[src/rtl/pack_512_wr_pkg.sv]
// Shared constants and elaboration helpers for the 512-bit write-side packer.
package pack_512_wr_pkg;

  // Width of the downstream FIFO word.
  localparam int OUT_W = 512;

  // Input widths that divide OUT_W into a power-of-two lane count.
  function automatic bit din_w_legal(input int w);
    return (w == 8) || (w == 16) || (w == 32) || (w == 64) || (w == 128) || (w == 256);
  endfunction

  // Number of input words per packed word.
  function automatic int lanes_of(input int w);
    return OUT_W / w;
  endfunction

  // Width of the lane index.
  function automatic int lane_w_of(input int w);
    return $clog2(OUT_W / w);
  endfunction

endpackage

[src/rtl/pack_512_wr.sv]
// Packs little-endian DIN_W-bit words into 512-bit FIFO words, zero-pads
// partial words at frame end and reports the word count of each frame.
module pack_512_wr
  import pack_512_wr_pkg::*;
#(
  parameter int DIN_W = 64,
  parameter int CNT_W = 16
) (
  input  logic             clk,
  input  logic             rst_n,
  input  logic [DIN_W-1:0] in_data,
  input  logic             in_valid,
  input  logic             in_last,
  output logic             in_ready,
  output logic [OUT_W-1:0] fifo_din,
  output logic             fifo_wr_en,
  input  logic             fifo_full,
  output logic             frame_done,
  output logic [CNT_W-1:0] frame_words
);

  localparam int LANES  = lanes_of(DIN_W);
  localparam int LANE_W = lane_w_of(DIN_W);
  localparam logic [LANE_W-1:0] LAST_LANE = LANE_W'(LANES - 1);

  generate
    if (!din_w_legal(DIN_W)) begin : g_bad_din_w
      $error("pack_512_wr: DIN_W=%0d must be one of 8,16,32,64,128,256", DIN_W);
    end
  endgenerate

  logic [LANE_W-1:0] lane_reg;
  logic [OUT_W-1:0]  asm_reg;
  logic [OUT_W-1:0]  asm_merged;
  logic [OUT_W-1:0]  pend_reg;
  logic              pend_v_reg;
  logic              pend_last_reg;
  logic [CNT_W-1:0]  fcnt_reg;
  logic [CNT_W-1:0]  fcnt_inc;
  logic [CNT_W-1:0]  frame_words_reg;
  logic              frame_done_reg;
  logic              accept;
  logic              complete;
  logic              wr_fire;

  // A held pend blocks every input word, completing or not, so the
  // ready rule does not depend on the current lane.
  assign in_ready   = ~pend_v_reg | ~fifo_full;
  assign accept     = in_valid & in_ready;
  assign complete   = accept & ((lane_reg == LAST_LANE) | in_last);
  assign wr_fire    = pend_v_reg & ~fifo_full;
  assign fifo_wr_en = wr_fire;
  assign fifo_din   = pend_reg;
  assign frame_done  = frame_done_reg;
  assign frame_words = frame_words_reg;
  assign fcnt_inc   = (&fcnt_reg) ? fcnt_reg : fcnt_reg + CNT_W'(1);

  // Assembly word with the incoming word dropped into the current lane.
  for (genvar gi = 0; gi < LANES; gi++) begin : g_lane
    assign asm_merged[gi*DIN_W +: DIN_W] =
      (lane_reg == LANE_W'(gi)) ? in_data : asm_reg[gi*DIN_W +: DIN_W];
  end

  // Lane fill, hand-off of completed words to pend, and pend release on write.
  always_ff @(posedge clk or negedge rst_n) begin
    if (!rst_n) begin
      lane_reg      <= '0;
      asm_reg       <= '0;
      pend_reg      <= '0;
      pend_v_reg    <= 1'b0;
      pend_last_reg <= 1'b0;
    end else begin
      if (complete) begin
        // Clearing asm here is what zero-pads the next partial word.
        pend_reg      <= asm_merged;
        pend_last_reg <= in_last;
        lane_reg      <= '0;
        asm_reg       <= '0;
      end else if (accept) begin
        asm_reg  <= asm_merged;
        lane_reg <= lane_reg + LANE_W'(1);
      end
      // A reload in the same cycle as a write keeps pend valid.
      if (complete) begin
        pend_v_reg <= 1'b1;
      end else if (wr_fire) begin
        pend_v_reg <= 1'b0;
      end
    end
  end

  // Per-frame write counter and the frame-done report.
  always_ff @(posedge clk or negedge rst_n) begin
    if (!rst_n) begin
      fcnt_reg        <= '0;
      frame_words_reg <= '0;
      frame_done_reg  <= 1'b0;
    end else begin
      frame_done_reg <= 1'b0;
      if (wr_fire) begin
        if (pend_last_reg) begin
          frame_words_reg <= fcnt_inc;
          fcnt_reg        <= '0;
          frame_done_reg  <= 1'b1;
        end else begin
          fcnt_reg <= fcnt_inc;
        end
      end
    end
  end

endmodule

[config.mk]
export PLATFORM = sky130hd
export DESIGN_NAME = pack_512_wr
export DESIGN_NICKNAME = d
export VERILOG_FILES = /design/src/rtl/pack_512_wr_pkg.sv /design/src/rtl/pack_512_wr.sv
export SDC_FILE = /design/constraint.sdc
export NUM_CORES = 2
export LEC_CHECK = 0
export ABC_CLOCK_PERIOD_IN_PS = 2200
export CAP_MARGIN = 20
export CORE_MARGIN = 2
export CORE_UTILIZATION = 30
export CTS_CLUSTER_SIZE = 16
export DETAILED_ROUTE_END_ITERATION = 8
export PLACE_DENSITY_LB_ADDON = 0.12
export SETUP_SLACK_MARGIN = 0.05
export SYNTH_ARGS = -nofsm -noshare
export SYNTH_HDL_FRONTEND = slang
export SYNTH_SLANG_ARGS = --single-unit
[constraint.sdc]
create_clock -name clk -period 2.2 [get_ports clk]
set_input_delay 0.44 -clock clk [delete_from_list [all_inputs] [get_ports clk]]
set_output_delay 0.44 -clock clk [all_outputs]
set_load 0.005 [all_outputs]
Yosys cells after proc, flatten, opt, wreduce, memory -nomap -nowiden
Cells that the tools add are included.

Bits in registers: 1062. Latch bits: 0. Memory bits (writable): 0. Bits in read-only memories: 0. Input bits: 69. Output and inout port bits: 531. Word-level logic and storage cells: 47. Memories kept: 0.

Add/subtract/negate cells: 2. $mul: 0. Div/mod/pow operators: 0. $lt $le $gt $ge: 0. Equal/unequal tests: 7. Shift-type cells: 0. Mux-type cells: 18. Bitwise gates (word level): 7. Reduce and logical (&&, ||, !) cells: 5.

Operators with widths (number): $mux W512 (2); $mux W64 (8); $mux W16 (2); $add A16 B1 Y16 const B (1); $reduce_and A16 Y1 (1); $eq A3 B3 Y1 const B (4); $eq A3 B2 Y1 const B (2); $mux W3 (2); $mux W1 (4); $reduce_bool A2 Y1 (2); $add A3 B1 Y3 const B (1); $and A1 B1 Y1 (3); $eq A3 B1 Y1 const B (1); $logic_not A3 Y1 (1); $not A1 Y1 (2); $or A1 B1 Y1 (2); $reduce_and A2 Y1 (1).

Depth between registers and ports, before layout
Depth after elaboration: 5. Mapped depth: 10. Gate-level depth less buffers: 7.

Least setup slack after synthesis
No wires, ideal clock.

Path kind: flip-flop to flip-flop. Start: register lane_reg[0]. End: register asm_reg[196]. Library setup time: 66 ps. Arrival time: 2035 ps. Required time: 2134 ps. Slack: 99 ps. Cell stages (with the launch flop): 9. Path buffers: 2. Clock period less this slack: 2101 ps. Cell sequence: dfrtp_1 -> ha_1 -> ha_1 -> nor2_1 -> nand2_1 -> buf_4 -> o21ai_4 -> buf_6 -> a22o_1.

Longest elaborated chain between the ends: 4. Elaborated cells on any way between the ends: 8. Those cells by class: 2 x eq/ne; 3 x mux; 2 x bitwise; 1 x reduce/logical.

RTL lines: from (decl) (line pack_512_wr.sv:32) `logic [LANE_W-1:0] lane_reg;`; from (signal assigned) (line pack_512_wr.sv:81) `lane_reg <= lane_reg + LANE_W'(1);`; $eq A3 B2 Y1 / $eq A3 B3 Y1 (equally long branches) (line pack_512_wr.sv:61, pack_512_wr.sv:50); $mux W64 / $or A1 B1 Y1 (equally long branches) (line pack_512_wr.sv:61, pack_512_wr.sv:50); $mux W512 / $and A1 B1 Y1 (equally long branches) (line pack_512_wr.sv:79, pack_512_wr.sv:50); $mux W512 / $reduce_bool A2 Y1 (equally long branches); to (signal assigned) (line pack_512_wr.sv:80) `asm_reg <= asm_merged;`; to (decl) (line pack_512_wr.sv:33) `logic [OUT_W-1:0] asm_reg;`.

Several ways; a longest one is shown, not always the timed one. The select of a mux whose other input is x is not followed. A chain may end at the register's enable or synchronous reset.

Final worst setup path
Start: register pend_reg[184], in the netlist fifo_din[184]. End: output port fifo_din[184].

RTL lines: from (decl) (line pack_512_wr.sv:35) `logic [OUT_W-1:0] pend_reg;`; from (signal assigned) (line pack_512_wr.sv:75) `pend_reg <= asm_merged;`; to (decl) (line pack_512_wr.sv:15) `output logic [OUT_W-1:0] fifo_din,`.

No word-level cell between the ends.

==> results.txt <==
The run finished with clean final reports. The total count of max-transition violations in the final report is 0, and the relative area change from synthesis to final layout is 33.2%. The logs give 0.201 for the aggregate global-route resource usage and 0 for the number of warning messages in the yosys log.

The core occupancy in the finished layout is 0.402. The number of buffers inserted by port buffering is 599, and the fraction of the mapped netlist area in compound gates is 0.161. Synthesis handed over a netlist of 3638 instances. The count of fill cells added during filler insertion is 13900. The tools report the root buffer selected by CTS as clkbuf_16. In this run the count of I/O pins placed on the die edge is 600. Element type at the critical path start: a flop. The kind of cell adding the most delay to the critical path is buffers and inverters. STA classifies the critical path endpoint as a primary output. The floorplan has 139 rows.

By instance count, the leading cell after synthesis is dfrtp_1. In this run the register-to-register setup slack is 0.15 ns. The vertical die dimension was 384 µm; the routed via count divided by cell count was 4.89. The tools report the maximum VDD drop as 0.000620 V. The fraction of registers with async set or reset after synthesis is 1.00. The run gives 1 as the initial antenna violation count.

Setup repair after global routing could not meet its margin everywhere. The number of antenna diodes in the final layout is 0. The clock tree skew after final layout was 0.0280 ns.

The slowest stage of the critical path is the clkdlybuf4s50_1 cell. The path class of the tightest hold or removal check is in -> async. The count of nets left with antenna violations once routing finished came out at 0. After routing the design area is 57600 µm². In the final design database the tool counted 4393 nets. The run gives 0.0289 µW as the static leakage power. Hold is met by 0.170 ns. The area share of the largest cell type after synthesis is 0.614, and the clock insertion delay at the later pin of the skew report is 0.74 ns. After floorplanning, the core was sized to cover 143000 µm². Entering global routing, the biggest net connects 107 pins. The global-route wire length before repair was 221000 µm. Each instance of the synthesized netlist takes up on average 11.9 µm². The biggest cell delay along the critical path came out at 0.52 ns. The die is 384 µm wide.

Summing every instance area after synthesis gives 43300 µm². After synthesis, the largest family of logic cells by area is compound AO/OA/AOI/OAI gates. The detailed-route DRC error count was 0.

The post-layout minimum cycle time was 2.09 ns; the count of TritonRoute iterations in the first routing pass was 5. The setup path with the least slack is of type reg -> out. The simple-gate portion of the synthesized area was 0.0653; the half-perimeter wire length after placement was 100000 µm.

The mux contribution to synthesized area was 0.119. Max-cap violations in this run came to 0. For the pin with the worst max-slew slack, the measured transition is 0.683 ns. Power comes to 53800 µW.

The synthesized flop and latch total was 1062; the sum of overflow across all layers after global routing was 0. The setup total negative slack was 0 ns. After synthesis, the cell types taking the most area are dfrtp_1 (61%), mux2i_1 (12%), a22o_1 (9.1%). The CTS H-tree depth was 3. The commonest cells after synthesis are dfrtp_1 (1062), nand2_1 (544), o21ai_0 (523), mux2i_1 (515), a22o_1 (449). The number of buffers on the longest clock path came out at 3. Counting every net in the synthesized netlist gives 3714.

The share of cells above drive strength 1 was 0.124; the number of DRC violations after detailed-routing iteration 0 was 1912. At the worst endpoint, the arrival time is 1.65 ns. The sequential area share after synthesis is 0.614, and the period utilization is 0.948.

The clock edge transition at the registers on the reported setup and hold paths was 0.06 ns. TritonCTS built the clock tree. The tools report the die area as 147000 µm². The average wire per cell in the routed design was 23.8 µm; the total setup violations reported at the end of the flow was 0.

Dividing total power by cell area gives a power density of 933 nW/µm². The run gives 30900 as the detailed-route via count. Summed over all layers, the routed wires come to 151000 µm. The number of global-route vias before repair was 31400; the CTS buffer count was 120. The maximum achievable frequency came out at 479 MHz. The most used flip-flop cell after synthesis is dfrtp_1. The arithmetic-cell share of the synthesized area counting full adders, half adders and majority gates was 0.00202; the final-report hold violation count was 0. The critical path goes through clkdlybuf4s50_1.

The final RePlAce weighted congestion was 0.796; the data required time at the worst endpoint was 1.76 ns. The clock drives 1062 sinks. The xor/xnor share of the synthesized area was 0.00121. The tools report the starting density of the core as 0.302. The synthesized design spends more area on one cell type than any other, namely dfrtp_1.

The sum of buffers and inverters on the critical path came out at 1. The worst max-slew margin expressed relative to the limit was 0.543; the distinct cell type count after synthesis was 49. The maximum net fanout on the critical path was 2.

The instance area after placement is 53500 µm², and the number of synthesized flops with an enable pin is 0.
==> cells by family (layout without fill, tap and decap cells) <==
group	count (synthesis)	after routing
mux	516	516
fa+ha+maj	7	7
simple gates	666	666
compound gates	1032	1032
buf+inv	349	1127
xor+xnor	6	6
flops	1062	1062
==> layout by cell type (no fill, tap or decap), types with 5 or more instances in the layout <==
cell type        Yosys  final
a22o_1             449    449
dfrtp_1           1062   1038
a21oi_1             13     13
inv_1                8      7
buf_12               0    102
mux2i_1            515    515
nand2_1            544    538
dlygate4sd2_1        0    256
and2_1              67     67
a31oi_1              9      9
nand3_1             10     10
nand4_1              6      6
clkbuf_16            0    125
nor2_1              11     11
clkinv_2             0     23
dlymetal6s2s_1       0     27
clkbuf_8             0     27
o21ai_0            523    523
clkbuf_1           189     31
a21o_4               0      5
buf_4                4    189
nand2_4              1      7
clkdlybuf4s50_1      0    315
nor2_4               6      6
dfrtp_2              0     24
bufinv_16            0      9
o21ai_1             10     10
==> repair_timing <==
item	in CTS	in global routing
endpoints found under the hold margin	203	0
resized for setup	281	32
buffers inserted	21	7
pin swaps	0	2
hold buffers	1	0
endpoints found under the setup margin	259	482
gates cloned	0	3
==> final timing paths <==
path / startpoint / to / cells past startpoint
hold / removal: rst_n / fifo_din[454]$_DFFE_PN0P_ / 2
max in group asynchronous: rst_n / fifo_din[491]$_DFFE_PN0P_ / 4
setup reg to reg: lane_reg[1]$_DFFE_PN0P_ / asm_reg[310]$_DFFE_PN0P_ / 10
min in group clk: fifo_full / pend_v_reg$_DFFE_PN0P_ / 3
setup / recovery: fifo_din[184]$_DFFE_PN0P_ / fifo_din[184] / 1
hold reg to reg: fifo_din[402]$_DFFE_PN0P_ / fifo_din[402]$_DFFE_PN0P_ / 2
==> power by group <==
group | switching (µW) | total (µW) | internal (µW)
clock network | 8510 | 20700 | 12200
registers | 1760 | 23500 | 21700
logic | 4870 | 9600 | 4720
total | 15100 | 53800 | 38600
==> per-layer routing <==
metal | part of all wire | track usage | wire (µm)
met5 | 0 | 0 | 0
met4 | 0.027 | 0.0561 | 4000
met1 | 0.47 | 0.285 | 70700
met3 | 0.048 | 0.0399 | 7260
met2 | 0.46 | 0.313 | 68600
==> metrics by stage <==
step | cells | setup WS (ns)
detailed placement | 6066 | -0.270
global placement | 6066 | -0.251
finish | 6319 | 0.114
floorplan | 3638 | 0.0989
CTS | 6309 | 0.0503
global route | 6319 | 0.0295
==> final cells by class <==
class	count	area (µm²)	share of cell area
clock buffers	181	3570	0.0619
clock inverters	40	493	0.00855
inverters	8	30.0	0.000521
multi-input cells	2227	15200	0.264
flip-flops and latches	1062	26600	0.462
well taps	1903	2380	0.0413
repair buffers	898	9340	0.162
Note: power is estimated with default switching activity, not from simulation.
